<file path="config.mk">
export PLATFORM = sky130hd
export DESIGN_NAME = fifo_write_arbiter
export DESIGN_NICKNAME = d
export VERILOG_FILES = /design/src/rtl/fifo_write_arbiter.sv
export SDC_FILE = /design/constraint.sdc
export NUM_CORES = 1
export LEC_CHECK = 0
export ABC_AREA = 0
export BUFFER_PORTS_ARGS = -buffer_cell sky130_fd_sc_hd__buf_2
export CAP_MARGIN = 20
export CORE_ASPECT_RATIO = 0.6
export CORE_MARGIN = 2
export CORE_UTILIZATION = 45
export DETAILED_ROUTE_END_ITERATION = 8
export GPL_TIMING_DRIVEN = 0
export PLACE_DENSITY = 0.89
export SLEW_MARGIN = 10
export SYNTH_ARGS = -nofsm -noshare
export SYNTH_HDL_FRONTEND = slang
export SYNTH_SLANG_ARGS = --single-unit
export TNS_END_PERCENT = 30
</file>
<file path="constraint.sdc">
create_clock -name clk -period 2.15 [get_ports clk]
set_input_delay 0.215 -clock clk [delete_from_list [all_inputs] [get_ports clk]]
set_output_delay 0.215 -clock clk [all_outputs]
set_load 0.01 [all_outputs]
</file>
<file path="src/rtl/fifo_write_arbiter.sv">
// Round-robin write-side arbiter feeding one first-word-fall-through fifo.
// One requester is accepted per cycle; a grant may be held for up to
// BURST_LEN consecutive beats. fifo din/wr_en come from a register stage,
// and the space check includes the in-flight write so the fifo never sees
// wr_en while full.
module fifo_write_arbiter #(
  parameter int N_REQ       = 4,
  parameter int DWIDTH      = 16,
  parameter int COUNT_WIDTH = 5,
  parameter int DEPTH       = 16,
  parameter int BURST_LEN   = 4
) (
  input  logic                       clk,
  input  logic                       rst,
  input  logic [N_REQ-1:0]           req_valid,
  input  logic [N_REQ*DWIDTH-1:0]    req_data,
  output logic [N_REQ-1:0]           req_ready,
  input  logic                       fifo_full,
  input  logic [COUNT_WIDTH-1:0]     fifo_data_count,
  output logic [DWIDTH-1:0]          fifo_din,
  output logic                       fifo_wr_en,
  output logic [$clog2(N_REQ)-1:0]   grant_id,
  output logic                       busy
);

  localparam int ID_W = $clog2(N_REQ);
  localparam int BC_W = $clog2(BURST_LEN + 1);

  typedef enum logic {S_IDLE = 1'b0, S_BURST = 1'b1} state_t;

  state_t            state_q, state_d;
  logic [ID_W-1:0]   rr_ptr_q, rr_ptr_d;
  logic [ID_W-1:0]   owner_q, owner_d;
  logic [BC_W-1:0]   burst_cnt_q, burst_cnt_d;
  logic              fifo_wr_en_q, fifo_wr_en_d;
  logic [DWIDTH-1:0] fifo_din_q, fifo_din_d;
  logic [ID_W-1:0]   grant_id_q, grant_id_d;

  logic [DWIDTH-1:0] data_arr [N_REQ];
  logic [COUNT_WIDTH:0] occupancy;
  logic              space_ok;
  logic              win_found;
  logic [ID_W-1:0]   win_idx;
  logic              xfer;
  logic [ID_W-1:0]   xfer_idx;

  // Slice the flat requester data bus into one word per requester.
  for (genvar gi = 0; gi < N_REQ; gi++) begin : g_unpack
    assign data_arr[gi] = req_data[gi*DWIDTH +: DWIDTH];
  end

  // Count plus the write already on its way; one bit wider so it cannot wrap.
  assign occupancy = {1'b0, fifo_data_count} + {{COUNT_WIDTH{1'b0}}, fifo_wr_en_q};
  assign space_ok  = !fifo_full && (occupancy < (COUNT_WIDTH+1)'(DEPTH));

  // Modulo-N successor of a requester index.
  function automatic logic [ID_W-1:0] next_id(input logic [ID_W-1:0] id);
    if (int'(id) == N_REQ - 1) return '0;
    else return id + ID_W'(1);
  endfunction

  // Round-robin scan: first valid requester starting at rr_ptr.
  always_comb begin
    int idx;
    idx       = 0;
    win_found = 1'b0;
    win_idx   = '0;
    for (int k = 0; k < N_REQ; k++) begin
      idx = int'(rr_ptr_q) + k;
      if (idx >= N_REQ) idx = idx - N_REQ;
      if (!win_found && req_valid[idx]) begin
        win_found = 1'b1;
        win_idx   = ID_W'(idx);
      end
    end
  end

  // Next-state logic: decides the transfer and updates FSM bookkeeping.
  always_comb begin
    state_d     = state_q;
    rr_ptr_d    = rr_ptr_q;
    owner_d     = owner_q;
    burst_cnt_d = burst_cnt_q;
    xfer        = 1'b0;
    xfer_idx    = owner_q;
    case (state_q)
      S_IDLE: begin
        if (win_found && space_ok) begin
          xfer        = 1'b1;
          xfer_idx    = win_idx;
          owner_d     = win_idx;
          burst_cnt_d = BC_W'(1);
          if (BURST_LEN == 1) rr_ptr_d = next_id(win_idx);
          else                state_d  = S_BURST;
        end
      end
      S_BURST: begin
        if (req_valid[owner_q]) begin
          // Stall in place while there is no room; owner keeps the grant.
          if (space_ok) begin
            xfer        = 1'b1;
            burst_cnt_d = burst_cnt_q + BC_W'(1);
            if (burst_cnt_d == BC_W'(BURST_LEN)) begin
              rr_ptr_d = next_id(owner_q);
              state_d  = S_IDLE;
            end
          end
        end else begin
          // Owner went idle mid-burst: give up the grant after one bubble.
          rr_ptr_d = next_id(owner_q);
          state_d  = S_IDLE;
        end
      end
    endcase
  end

  // Output register next values: capture the accepted beat, else hold data.
  always_comb begin
    fifo_wr_en_d = xfer;
    fifo_din_d   = fifo_din_q;
    grant_id_d   = grant_id_q;
    if (xfer) begin
      fifo_din_d = data_arr[xfer_idx];
      grant_id_d = xfer_idx;
    end
  end

  // Combinational outputs; ready is suppressed during reset.
  always_comb begin
    req_ready = '0;
    if (!rst && xfer) req_ready[xfer_idx] = 1'b1;
    busy = (state_q == S_BURST);
  end

  // State and output registers with synchronous reset.
  always_ff @(posedge clk) begin
    if (rst) begin
      state_q      <= S_IDLE;
      rr_ptr_q     <= '0;
      owner_q      <= '0;
      burst_cnt_q  <= '0;
      fifo_wr_en_q <= 1'b0;
      fifo_din_q   <= '0;
      grant_id_q   <= '0;
    end else begin
      state_q      <= state_d;
      rr_ptr_q     <= rr_ptr_d;
      owner_q      <= owner_d;
      burst_cnt_q  <= burst_cnt_d;
      fifo_wr_en_q <= fifo_wr_en_d;
      fifo_din_q   <= fifo_din_d;
      grant_id_q   <= grant_id_d;
    end
  end

  assign fifo_wr_en = fifo_wr_en_q;
  assign fifo_din   = fifo_din_q;
  assign grant_id   = grant_id_q;

endmodule

</file>
# --- Word level (Yosys, flattened, before mapping) ---
# Index checks and enable logic that the tools add are counted.
word_totals:
  register_bits: 27
  latch_bits: 0
  ramBits: 0
  romBits: 0
  input_bits: 76
  out_inout_bits: 24
  word_cells: 103
  mem_count: 0
op_classes:
  n_addsub: 10
  mul: 0
  n_div: 0
  magnitude_cmp: 13
  eq_ne: 7
  n_shift: 0
  n_mux: 50
  bitwise_logic: 2
  n_reduce_logical: 14
ops:
  columns: ["operator", "count"]
  rows:
  - ["32-bit by 4-bit < comparator with 1-bit output, second input constant", 4]
  - ["32-bit 2-to-1 mux", 4]
  - ["16-bit binary-select mux with 2-bit select", 1]
  - ["16-bit 2-to-1 mux", 2]
  - ["1-bit 2-to-1 mux", 20]
  - ["2-bit 2-to-1 mux", 10]
  - ["3-bit >= comparator, second input constant", 4]
  - ["3-bit by 3-bit subtractor with 4-bit output, second input constant", 3]
  - ["1-bit binary-select mux with 2-bit select", 5]
  - ["3-bit 2-to-1 mux", 3]
  - ["1-bit logical AND", 7]
  - ["2-bit by 2-bit adder with 3-bit output, second input constant", 2]
  - ["5-bit by 1-bit adder with 6-bit output", 1]
  - ["2-bit by 3-bit < comparator with 1-bit output, second input constant", 2]
  - ["6-bit by 5-bit < comparator with 1-bit output, second input constant", 1]
  - ["2-bit by 1-bit != test with 1-bit output, second input constant", 3]
  - ["3-bit one-hot mux with 2 select lines", 1]
  - ["3-bit AND reduction", 2]
  - ["1-bit zero test", 5]
  - ["4-bit 2-to-1 mux", 1]
  - ["2-bit != test, second input constant", 2]
  - ["1-bit one-hot mux with 2 select lines", 2]
  - ["2-bit by 3-bit subtractor with 4-bit output, second input constant", 1]
  - ["2-bit by 1-bit adder with 3-bit output, second input constant", 1]
  - ["other kinds (9)", 9]

# --- Logic depth before layout (Yosys ltp) ---
# Gate-level depths: netlist of run 1.
depth:
  ltp_word: 23
  ltp_mapped: 9
  depth_no_buf: 6

# --- Worst setup path before layout of run 1 ---
# Ideal clock, no wire load.
synth_path:
  path_kind: "reg2out"
  from: "register owner_q[0]"
  to: "output port req_ready[1]"
  arrival_ps: 1670
  required_ps: 1935
  slack_ps: 265
  path_stages_with_launch: 8
  path_buffers: 1
  cell_sequence: "dfxtp_1 -> mux4_2 -> mux2_2 -> nand2_2 -> nor2_1 -> nand2b_4 -> buf_6 -> nor2_1"
synth_via:
  elab_chain_cells: 7
  word_cells_on_any_way: 13
  classes_between: "order compare: 2; mux: 9; reduce/logical: 2"
synth_rtl:
  columns: ["element", "line_no", "source"]
  rows:
  - ["start, declared", "33", "logic [ID_W-1:0] owner_q, owner_d;"]
  - ["start signal, assigned", "148", "owner_q <= owner_d;"]
  - ["2-bit 2-to-1 mux", "88", "if (win_found && space_ok) begin"]
  - ["2-bit 2-to-1 mux", null, null]
  - ["2-bit by 3-bit < comparator with 1-bit output (implied by the code) / 2-bit by 1-bit >= comparator with 1-bit output (equally long branches)", "131", "if (!rst && xfer) req_ready[xfer_idx] = 1'b1;"]
  - ["1-bit logical AND (implied by the code)", "131", null]
  - ["1-bit 2-to-1 mux (implied by the code)", "131", null]
  - ["1-bit demux with 2-bit select", "131", null]
  - ["4-bit 2-to-1 mux *", "131", null]
  - ["end, declared", "17", "output logic [N_REQ-1:0] req_ready,"]
# Every way passes the cells marked *; elsewhere a longest branch is shown, timed or not. The select of a mux whose other input is x is not followed.

# --- Worst setup path after layout of run 1 ---
layout_path:
  from: "register rr_ptr_q[0]"
  to: "output port req_ready[2]"
layout_via:
  elab_chain_cells: 23
  word_cells_on_any_way: 53
  classes_between: "add/sub: 7; order compare: 6; mux: 31; reduce/logical: 9"
layout_rtl:
  columns: ["element", "line_no", "source"]
  rows:
  - ["start, declared", "32", "logic [ID_W-1:0] rr_ptr_q, rr_ptr_d;"]
  - ["start signal, assigned", "147", "rr_ptr_q <= rr_ptr_d;"]
  - ["parallel branches: the longest is 22 deep, another holds 3-bit by 3-bit subtractor with 4-bit output", null, null]
  - ["4-bit 2-to-1 mux *", "131", null]
# Mark *: on every way between the ends. The select of a mux whose other input is x is not followed.

==> results of run 1 <==
## state kept, by name, indices dropped and copies added, names as in the netlist
register / flops
burst_cnt_q: 3
grant_id: 2
owner_q: 2
fifo_din: 16
rr_ptr_q: 2
busy: 1
fifo_wr_en: 1
## critical path: cells and delay by family (launching register included)
family,cells,cell delay [ps]
AO/OA/AOI/OAI,3,590
AND/OR/NAND/NOR,3,360
flip-flops,1,340
buffers and inverters,3,330
## per-layer routing
| layer | share of wire, % | wire length [microns] | track usage, % | up-vias |
|---|---|---|---|---|
| met5 | 0 | 0 | 0 | - |
| met4 | 1.0 | 58 | 2.910 | 0 |
| met3 | 7.4 | 415 | 6.552 | 11 |
| met2 | 45 | 2526 | 38.15 | 89 |
| met1 | 46 | 2575 | 31.82 | 929 |
| li1 | - | - | - | 972 |
## worst min path at each step
stage | startpoint | to | slack (ps) | cells after the start
6_report | rst | fifo_wr_en$_SDFF_PP0_ | 170 | 2
5_1_grt | rst | fifo_wr_en$_SDFF_PP0_ | 160 | 2
4_1_cts | rst | fifo_wr_en$_SDFF_PP0_ | 170 | 2
3_5_place_dp | fifo_din[15]$_SDFFE_PP0P_ | fifo_din[15]$_SDFFE_PP0P_ | 460 | 2
3_3_place_gp | fifo_din[13]$_SDFFE_PP0P_ | fifo_din[13]$_SDFFE_PP0P_ | 450 | 2
2_1_floorplan | rst | fifo_wr_en$_SDFF_PP0_ | 340 | 1
## where the power goes
| part | internal [mW] | switching [mW] |
|---|---|---|
| combinational | 0.188 | 0.172 |
| clock | 0.137 | 0.182 |
| sequential | 0.529 | 0.0201 |
| total | 0.854 | 0.374 |
## kinds of logic (layout without fill, tap and decap cells)
group                    after synthesis  after routing  share of synthesized area, %
multiplexers                          24             24                         14.09
XOR/XNOR                               1              1                        0.4859
buffers and inverters                 19            140                         6.800
adder cells (fa/ha/maj)                3              3                         2.082
AO/OA/AOI/OAI                         56             56                         25.75
flip-flops                            27             27                         29.98
AND/OR/NAND/NOR                       69             69                         20.82
## through the flow
stage / utilization [%] / instances / total power, mW / setup TNS (ps) / area [sq um]
2_1_floorplan: - / 199 / 0.7349 / 0 / 1803
3_3_place_gp: 62.97 / 345 / 0.8541 / -57.96 / 2357
3_5_place_dp: 62.97 / 345 / 0.8615 / -67.56 / 2357
4_1_cts: 67.51 / 359 / 1.195 / -102.8 / 2527
5_1_grt: 70.72 / 367 / 1.289 / -236.5 / 2648
6_report: 70.72 / 367 / 1.228 / 0 / 2648
## cells in the mapped netlist (all sizes together) (2+ instances only)
master	number	share of area [%]
and2	2	0.90
o221ai	5	2.4
clkbuf	4	0.83
mux2i	22	12
or3	2	0.69
o21a	2	0.83
buf	10	4.9
nor2b	3	1.0
o211ai	13	7.9
nand3	9	2.8
a21oi	5	1.4
inv	5	1.0
a211oi	2	0.83
and3	12	4.2
dfxtp	27	30
nor3	2	0.83
nor2	14	2.9
o21ai	15	6.2
ha	3	2.1
a21boi	12	5.0
nand2	20	4.9
## what timing repair did
item	CTS	global route
hold buffers	0	0
gates resized for setup	15	16
pin swaps	4	6
buffers inserted	11	9
setup endpoints to repair	4	4
## final cells by class
type / instances / area share [%]
sequential: 27 / 20.70
clock buffer: 3 / 1.560
multi-input combinational: 153 / 46.03
timing repair buffer: 119 / 24.62
clock inverter: 1 / 0.3308
inverter: 5 / 0.7089
buffer: 12 / 3.828
tap: 47 / 2.221
==> out/results.tsv, run 1 <==
metric	value	unit
drt drc	0	
mean area per synthesized cell	9.060	sq um
total of endpoints with negative setup slack in the final report	0	
worst reg2reg path depth	9	
PortBufs	99	
area of the mapped netlist	1803	sq um
Placeable Area	3744	sq um
multi-input gate area in the final layout	1219	sq um
hold slack final	169.1	ps
delay contributed by the slowest stage of the critical path	340	ps
via count of the first global-routing pass	1802	
critical path data arrival time	1930	ps
Peak Freq	465.9	MHz
die footprint	4545	sq um
Cell variety after synth	40	
Worst Max-Slew Pin Slew	451.0	ps
minimum setup slack after placement	-34.96	ps
cells along the critical path	or2b_1, a21boi_2, o211ai_1, o21a_1, buf_6, buf_8, nand2_4, nor2_1, buf_2	
share of the yosys chip area belonging to registers	29.98	%
placer congestion estimate	0.7651	
TritonCTS clock tree	yes	
Diodes inserted	0	
Storage cell area	548.0	sq um
endpoint class of the critical path	primary output	
number of synthesized register bits	27	
number of max-cap violations	0	
critical register-to-register path endpoint	fifo_din[6]$_SDFFE_PP0P_	
Setup CP Type	reg2out	
asr flop ratio synth	0	%
number of buffers created by CTS	3	
global-route wire length before repair	8.252	mm
grt ovf	0	
clock root cell	clkbuf_8	
pin count of the biggest net entering global routing	18	
crit start category	flip-flop	
starting utilization of the core area	48.16	%
VDD IR-drop max	0.0003915	V
gate count of the mapped netlist	199	
number of clock sinks	27	
vias per std cell	5.452	
yosys warns	0	
clock buffer depth	2	
cell leakage power	1.332	nW
slowest cell on the critical path	dfxtp_2	
worst min-delay path class	in2reg	
launch point of the worst reg-to-reg path	rr_ptr_q[0]$_SDFFE_PP0P_	
Die H	53.03	microns
Top Ports	100	
most frequent standard cell in the layout excluding fill and tap cells	buf_2	
proportion of layout cells with a drive suffix above 1	54.37	%
hold violation count in the final report	0	
antenna violations before repair	0	
area added between synthesis and finish	46.84	%
net count of the finished layout	400	
timing startpoint of the critical path	rr_ptr_q[0]$_SDFFE_PP0P_	
latest clock arrival within the worst-skew pair	290	ps
DR pass1 iterations	4	
syn nets	278	
post-route setup slack	3.502	ps
register-to-register path setup slack	100	ps
clock transition at the register clock pins on the worst setup and hold paths after CTS	100	ps
Total Routing Usage GR	23.37	%
Layout fillers	272	
power per standard cell area	463.8	nW/um^2
outcome	complete, no violations	
horizontal die dimension	85.72	microns
final wirelength	5.576	mm
top flip-flop cell by instance count after synthesis	dfxtp_1	
drt initial violations	77	
number of max-slew violations in the final report	0	
site row count	17	
worst clock skew	1.638	ps
minimum period implied by the final worst setup slack	2146	ps
DRT antenna net count	0	
unrepaired setup endpoints after global routing	yes	
Max Fanout on Critical Path	3	
Req. time, crit path	1930	ps
destination of the critical timing path	req_ready[2]	
final worst-path cycle share	99.84	%
highest-count cells in the layout ignoring fill and taps	buf_2 (100), buf_4 (23), dfxtp_1 (23)	
average wire length per cell after detail routing	15.19	microns
via count of the routed design	2001	
Max-slew headroom	69.93	%
half-perimeter wire length after detailed placement	3.858	mm
Clock H-tree levels	1	
count of flip-flops with a built-in enable after synthesis	0	
No activity file was read; power rests on OpenSTA's default activity.
==> inputs of run 2 (changes only) <==
CORE_UTILIZATION = 46   (was 45)
CTS_BUF_LIST = sky130_fd_sc_hd__clkbuf_2 sky130_fd_sc_hd__clkbuf_4 sky130_fd_sc_hd__clkbuf_8   (was not set)
PLACE_DENSITY = 0.91   (was 0.89)
==> run 2 against run 1 <==
Largest cell class unchanged. Utilization grew 0.67 points. Count of clock-buffer cells in the layout is the same. Final cell count grew 1.4%. The run now ends with setup timing left. Clock skew grew 2.3 ps. Clock power is essentially flat. Total power grew 0.76%. Die area shrank 2.0%. First-iteration DRC count grew 22%. Global-route usage grew 1.1 points. Register-to-register slack lost 90 ps. Combinational power grew 3%. Sequential share of layout area is essentially flat.
==> out/results.tsv, run 2 (synthesis results as in run 1) <==
metric	value	unit	change
clock root cell	clkbuf_8		unchanged
via count of the routed design	2048		was 2001
critical path data arrival time	1990	ps	was 1930 ps
crit start category	flip-flop		unchanged
Diodes inserted	0		unchanged
endpoint class of the critical path	primary output		unchanged
unrepaired setup endpoints after global routing	yes		unchanged
outcome	finished with violations		was complete, no violations
DR pass1 iterations	5		was 4
VDD IR-drop max	0.0002912	V	was 0.0003915 V
launch point of the worst reg-to-reg path	owner_q[0]$_SDFF_PP0_		was rr_ptr_q[0]$_SDFFE_PP0P_
highest-count cells in the layout ignoring fill and taps	buf_2 (100), buf_4 (27), dfxtp_1 (24)		was buf_2 (100), buf_4 (23), dfxtp_1 (23)
drt initial violations	94		was 77
grt ovf	0		unchanged
delay contributed by the slowest stage of the critical path	350	ps	was 340 ps
power per standard cell area	465.5	nW/um^2	was 463.8 nW/um^2
cell leakage power	1.343	nW	was 1.332 nW
number of max-cap violations	0		unchanged
placer congestion estimate	0.7767		was 0.7651
clock buffer depth	2		unchanged
Worst Max-Slew Pin Slew	468.0	ps	was 451.0 ps
hold buffer count at CTS	0		unchanged
global-route wire length before repair	8.514	mm	was 8.252 mm
starting utilization of the core area	48.44	%	was 48.16%
antenna violations before repair	0		unchanged
TritonCTS clock tree	yes		unchanged
latest clock arrival within the worst-skew pair	280	ps	was 290 ps
die footprint	4453	sq um	was 4545 sq um
site row count	17		unchanged
worst min-delay path class	in2reg		unchanged
Max Fanout on Critical Path	4		was 3
horizontal die dimension	84.83	microns	was 85.72 microns
Placeable Area	3722	sq um	was 3744 sq um
number of max-slew violations in the final report	0		unchanged
Setup CP Type	reg2out		unchanged
DRT antenna net count	0		unchanged
via count of the first global-routing pass	1835		was 1802
half-perimeter wire length after detailed placement	4.012	mm	was 3.858 mm
timing startpoint of the critical path	rr_ptr_q[0]$_SDFFE_PP0P_		unchanged
PortBufs	99		unchanged
final worst-path cycle share	102.6	%	was 99.84%
vias per std cell	5.505		was 5.452
pin count of the biggest net entering global routing	18		unchanged
minimum period implied by the final worst setup slack	2206	ps	was 2146 ps
hold path startpoint	req_data[19]		was rst
Layout fillers	264		was 272
area added between synthesis and finish	47.40	%	was 46.84%
Top Ports	100		unchanged
net count of the finished layout	405		was 400
slowest cell on the critical path	dfxtp_2		unchanged
total of endpoints with negative setup slack in the final report	4		was 0
worst clock skew	3.941	ps	was 1.638 ps
multi-input gate area in the final layout	1186	sq um	was 1219 sq um
number of clock sinks	27		unchanged
hold violation count in the final report	0		unchanged
library cell appearing most often on the critical path	buf_6		
Req. time, crit path	1930	ps	about the same
Max-slew headroom	68.80	%	was 69.93%
cells along the critical path	or2b_1, a21boi_2, o211ai_1, o21a_1, buf_6, buf_8, nand2_4, nor2_4, buf_6		was or2b_1, a21boi_2, o211ai_1, o21a_1, buf_6, buf_8, nand2_4, nor2_1, buf_2
Storage cell area	549.3	sq um	was 548.0 sq um
Largest register FFs	16		unchanged
number of buffers created by CTS	3		unchanged
post-route setup slack	-55.51	ps	was 3.502 ps
Final Total Pwr	1.237	mW	was 1.228 mW
proportion of layout cells with a drive suffix above 1	53.85	%	was 54.37%
final wirelength	5.779	mm	was 5.576 mm
Clock H-tree levels	1		unchanged
most frequent standard cell in the layout excluding fill and tap cells	buf_2		unchanged
clock transition at the register clock pins on the worst setup and hold paths after CTS	110	ps	was 100 ps
drt drc	0		unchanged
Die H	52.50	microns	was 53.03 microns
Peak Freq	453.4	MHz	was 465.9 MHz
final sum of negative setup slack	-107.5	ps	was 0 ps
average wire length per cell after detail routing	15.53	microns	was 15.19 microns
Total Routing Usage GR	24.48	%	was 23.37%
failing checks	setup timing		
## run 2: per-layer routing
metal / share of wire [%] / global-route usage (%) / up-vias
met3: 8.5 / 5.039 / 14
li1: - / - / 980
met1: 43 / 32.82 / 946
met4: 1.6 / 4.762 / 0
met5: 0 / 0 / -
met2: 47 / 41.47 / 108
## run 2: cell type report
cell class | count | share of cell area, %
flip-flops and latches | 27 | 20.67
clock inverters | 1 | 0.3296
repair buffers | 124 | 25.94
clock buffers | 3 | 1.554
multi-input cells | 153 | 44.63
well taps | 47 | 2.213
inverters | 5 | 0.7062
plain buffers | 12 | 3.955
## run 2: worst paths after layout
check | end | slack, ps | cells after the start
setup reg to reg | fifo_din[1]$_SDFFE_PP0P_ | 10 | 8
hold reg to reg | burst_cnt_q[1]$_SDFFE_PP0P_ | 480 | 2
hold / removal | fifo_din[3]$_SDFFE_PP0P_ | 220 | 3
setup / recovery | req_ready[0] | -60 | 9
## run 2: stage by stage
stage          util [%]  setup WS, ps  cell area (sq um)  hold slack [ps]  cells
2_1_floorplan         -         265.3               1803            341.6    199
3_3_place_gp      63.33        -54.63               2357            451.2    345
3_5_place_dp      63.33        -72.83               2357            458.3    345
4_1_cts           67.66        -46.77               2519            221.2    359
5_1_grt           71.40        -110.2               2658            223.0    372
6_report          71.40        -55.51               2658            221.1    372
## run 2: worst max-delay path, delay by kind of cell (launching register included)
kind | cells | cell delay [ps]
AO/OA/AOI/OAI | 3 | 620
flip-flops | 1 | 350
AND/OR/NAND/NOR | 3 | 410
buffers and inverters | 3 | 330
## run 2: repair_timing
| action | in CTS | in global routing |
|---|---|---|
| resized for setup | 11 | 13 |
| endpoints found under the setup margin | 4 | 5 |
| setup buffers | 11 | 14 |
| hold endpoints to repair | 0 | 0 |
| pin swaps | 4 | 6 |
## run 2: power breakdown
group          internal (mW)  switching (mW)
Sequential             0.529          0.0190
Clock                  0.137           0.184
Combinational          0.195           0.174
==> inputs of run 3 (changes only) <==
CORE_UTILIZATION = 30   (was 46)
PLACE_DENSITY = 0.66   (was 0.91)
==> run 3 against run 2 <==
The run still ends with setup timing left. Critical path depth unchanged. Clock skew increased by 3.6 ps. Count of clock-buffer cells in the layout unchanged. Non-clock buffer count decreased by 13. Global-route usage decreased by 8.3 points. Sequential share of layout area increased by 0.64 points. Clock power decreased by 1%. Largest power group unchanged. Utilization decreased by 26 points. Die area increased by 50%. Final cell count increased by 5.4%. Total power decreased by 3.4%.
==> out/results.tsv, run 3 (synthesis results as in run 1) <==
metric	value	unit	change
outcome	finished with violations		unchanged
failing checks	setup timing		unchanged
proportion of layout cells with a drive suffix above 1	52.56	%	was 53.85%
Largest register FFs	16		unchanged
total of endpoints with negative setup slack in the final report	1		was 4
minimum setup slack after placement	-74.12	ps	was -72.83 ps
DRT antenna net count	0		unchanged
drt drc	0		unchanged
net count of the finished layout	392		was 405
final standard cell area without fillers	2584	sq um	was 2658 sq um
drt initial violations	43		was 94
utilization of the core after routing	45.52	%	was 71.40%
starting utilization of the core area	31.77	%	was 48.44%
Setup CP Type	reg2out		unchanged
DR pass1 iterations	4		was 5
TritonCTS clock tree	yes		unchanged
Max Fanout on Critical Path	4		unchanged
clock buffer depth	2		unchanged
Max-slew headroom	69.54	%	was 68.80%
vias per std cell	4.745		was 5.505
cells along the critical path	or2b_1, a21boi_2, o211ai_1, o21a_1, buf_6, buf_8, nand2_4, nor2_2, buf_2		was or2b_1, a21boi_2, o211ai_1, o21a_1, buf_6, buf_8, nand2_4, nor2_4, buf_6
global-route wire length before repair	8.790	mm	was 8.514 mm
delay contributed by the slowest stage of the critical path	350	ps	about the same
number of clock sinks	27		unchanged
antenna violations before repair	0		unchanged
average wire length per cell after detail routing	13.64	microns	was 15.53 microns
minimum period implied by the final worst setup slack	2163	ps	was 2206 ps
via count of the first global-routing pass	1860		was 1835
area added between synthesis and finish	43.30	%	was 47.40%
Die H	64.05	microns	was 52.50 microns
Top Ports	100		unchanged
clock transition at the register clock pins on the worst setup and hold paths after CTS	110	ps	about the same
Total Routing Usage GR	16.20	%	was 24.48%
Diodes inserted	0		unchanged
hold slack final	181.4	ps	was 221.1 ps
PortBufs	99		unchanged
endpoint class of the critical path	primary output		unchanged
placer congestion estimate	0.8211		was 0.7767
Req. time, crit path	1930	ps	about the same
worst clock skew	7.576	ps	was 3.941 ps
Worst Max-Slew Pin Slew	456.9	ps	was 468.0 ps
VDD IR-drop max	0.0003076	V	was 0.0002912 V
most frequent standard cell in the layout excluding fill and tap cells	buf_2		unchanged
hold buffer count at CTS	0		unchanged
latest clock arrival within the worst-skew pair	280	ps	about the same
pin count of the biggest net entering global routing	18		unchanged
Clock H-tree levels	1		unchanged
via count of the routed design	1860		was 2048
hold violation count in the final report	0		unchanged
die footprint	6666	sq um	was 4453 sq um
number of buffers created by CTS	3		unchanged
highest-count cells in the layout ignoring fill and taps	buf_2 (100), dfxtp_1 (23), mux2i_1 (22)		was buf_2 (100), buf_4 (27), dfxtp_1 (24)
power per standard cell area	462.8	nW/um^2	was 465.5 nW/um^2
half-perimeter wire length after detailed placement	4.153	mm	was 4.012 mm
cell leakage power	1.276	nW	was 1.343 nW
critical path data arrival time	1950	ps	was 1990 ps
post-route setup slack	-12.73	ps	was -55.51 ps
unrepaired setup endpoints after global routing	yes		unchanged
number of max-slew violations in the final report	0		unchanged
number of max-cap violations	0		unchanged
final wirelength	5.346	mm	was 5.779 mm
clock root cell	clkbuf_8		unchanged
site row count	21		was 17
grt ovf	0		unchanged
placed standard-cell area	2399	sq um	was 2357 sq um
Placeable Area	5675	sq um	was 3722 sq um
crit start category	flip-flop		unchanged
final worst-path cycle share	100.6	%	was 102.6%
worst min-delay path class	in2reg		unchanged
horizontal die dimension	104.1	microns	was 84.83 microns
slowest cell on the critical path	dfxtp_2		unchanged
Peak Freq	462.4	MHz	was 453.4 MHz
==> run 3: per-layer routing <==
metal	global-route usage (%)	routed length, microns
met3	3.367	268
met4	2.027	27
met5	0	0
met2	24.42	2207
met1	24.23	2843
==> run 3: worst paths after layout <==
check                                          startpoint                        end  slack (ps)  cells after the start
worst max-delay path             rr_ptr_q[0]$_SDFFE_PP0P_               req_ready[2]         -10                      9
worst min-delay path                                  rst      fifo_wr_en$_SDFF_PP0_         180                      2
worst max register to register   rr_ptr_q[0]$_SDFFE_PP0P_   fifo_din[6]$_SDFFE_PP0P_         140                      9
worst min register to register  fifo_din[13]$_SDFFE_PP0P_  fifo_din[13]$_SDFFE_PP0P_         480                      2
==> run 3: layout make-up <==
class | count | area, sq um
buffer | 12 | 102.6
clock buffer | 3 | 41.29
clock inverter | 1 | 8.758
fill | 592 | 3092
inverter | 5 | 18.77
multi-input combinational | 153 | 1170
sequential | 27 | 550.5
tap | 80 | 100.1
timing repair buffer | 111 | 591.8
==> run 3: worst max-delay path: cells and delay by family, from the launching register on <==
| kind | cells | cell delay (ps) |
|---|---|---|
| buffers and inverters | 3 | 330 |
| DFF | 1 | 350 |
| and+or+nand+nor | 3 | 390 |
| AOI/OAI and AO/OA | 3 | 600 |
==> run 3: where the power goes <==
group | internal (mW) | leakage [nW] | total, mW | switching [mW]
combinational | 0.172 | 1.03 | 0.331 | 0.159
clock | 0.136 | 0.0261 | 0.317 | 0.181
sequential | 0.529 | 0.223 | 0.547 | 0.0185
total | 0.838 | 1.28 | 1.20 | 0.358
==> run 3: per-stage QoR <==
stage	setup TNS (ps)	power (mW)	cells
global route	-415.4	1.264	392
global placement	-139.5	0.8613	378
finish	-12.73	1.196	392
detailed placement	-142.7	0.8670	378
floorplan	0	0.7349	199
CTS	-162.2	1.205	391
==> run 3: repair_timing <==
| action | in CTS | in global routing |
|---|---|---|
| buffers inserted | 10 | 2 |
| setup endpoints to repair | 4 | 8 |
| pin swaps | 4 | 6 |
| hold endpoints to repair | 0 | 0 |
| resized for setup | 11 | 13 |
| gates cloned | 0 | 0 |
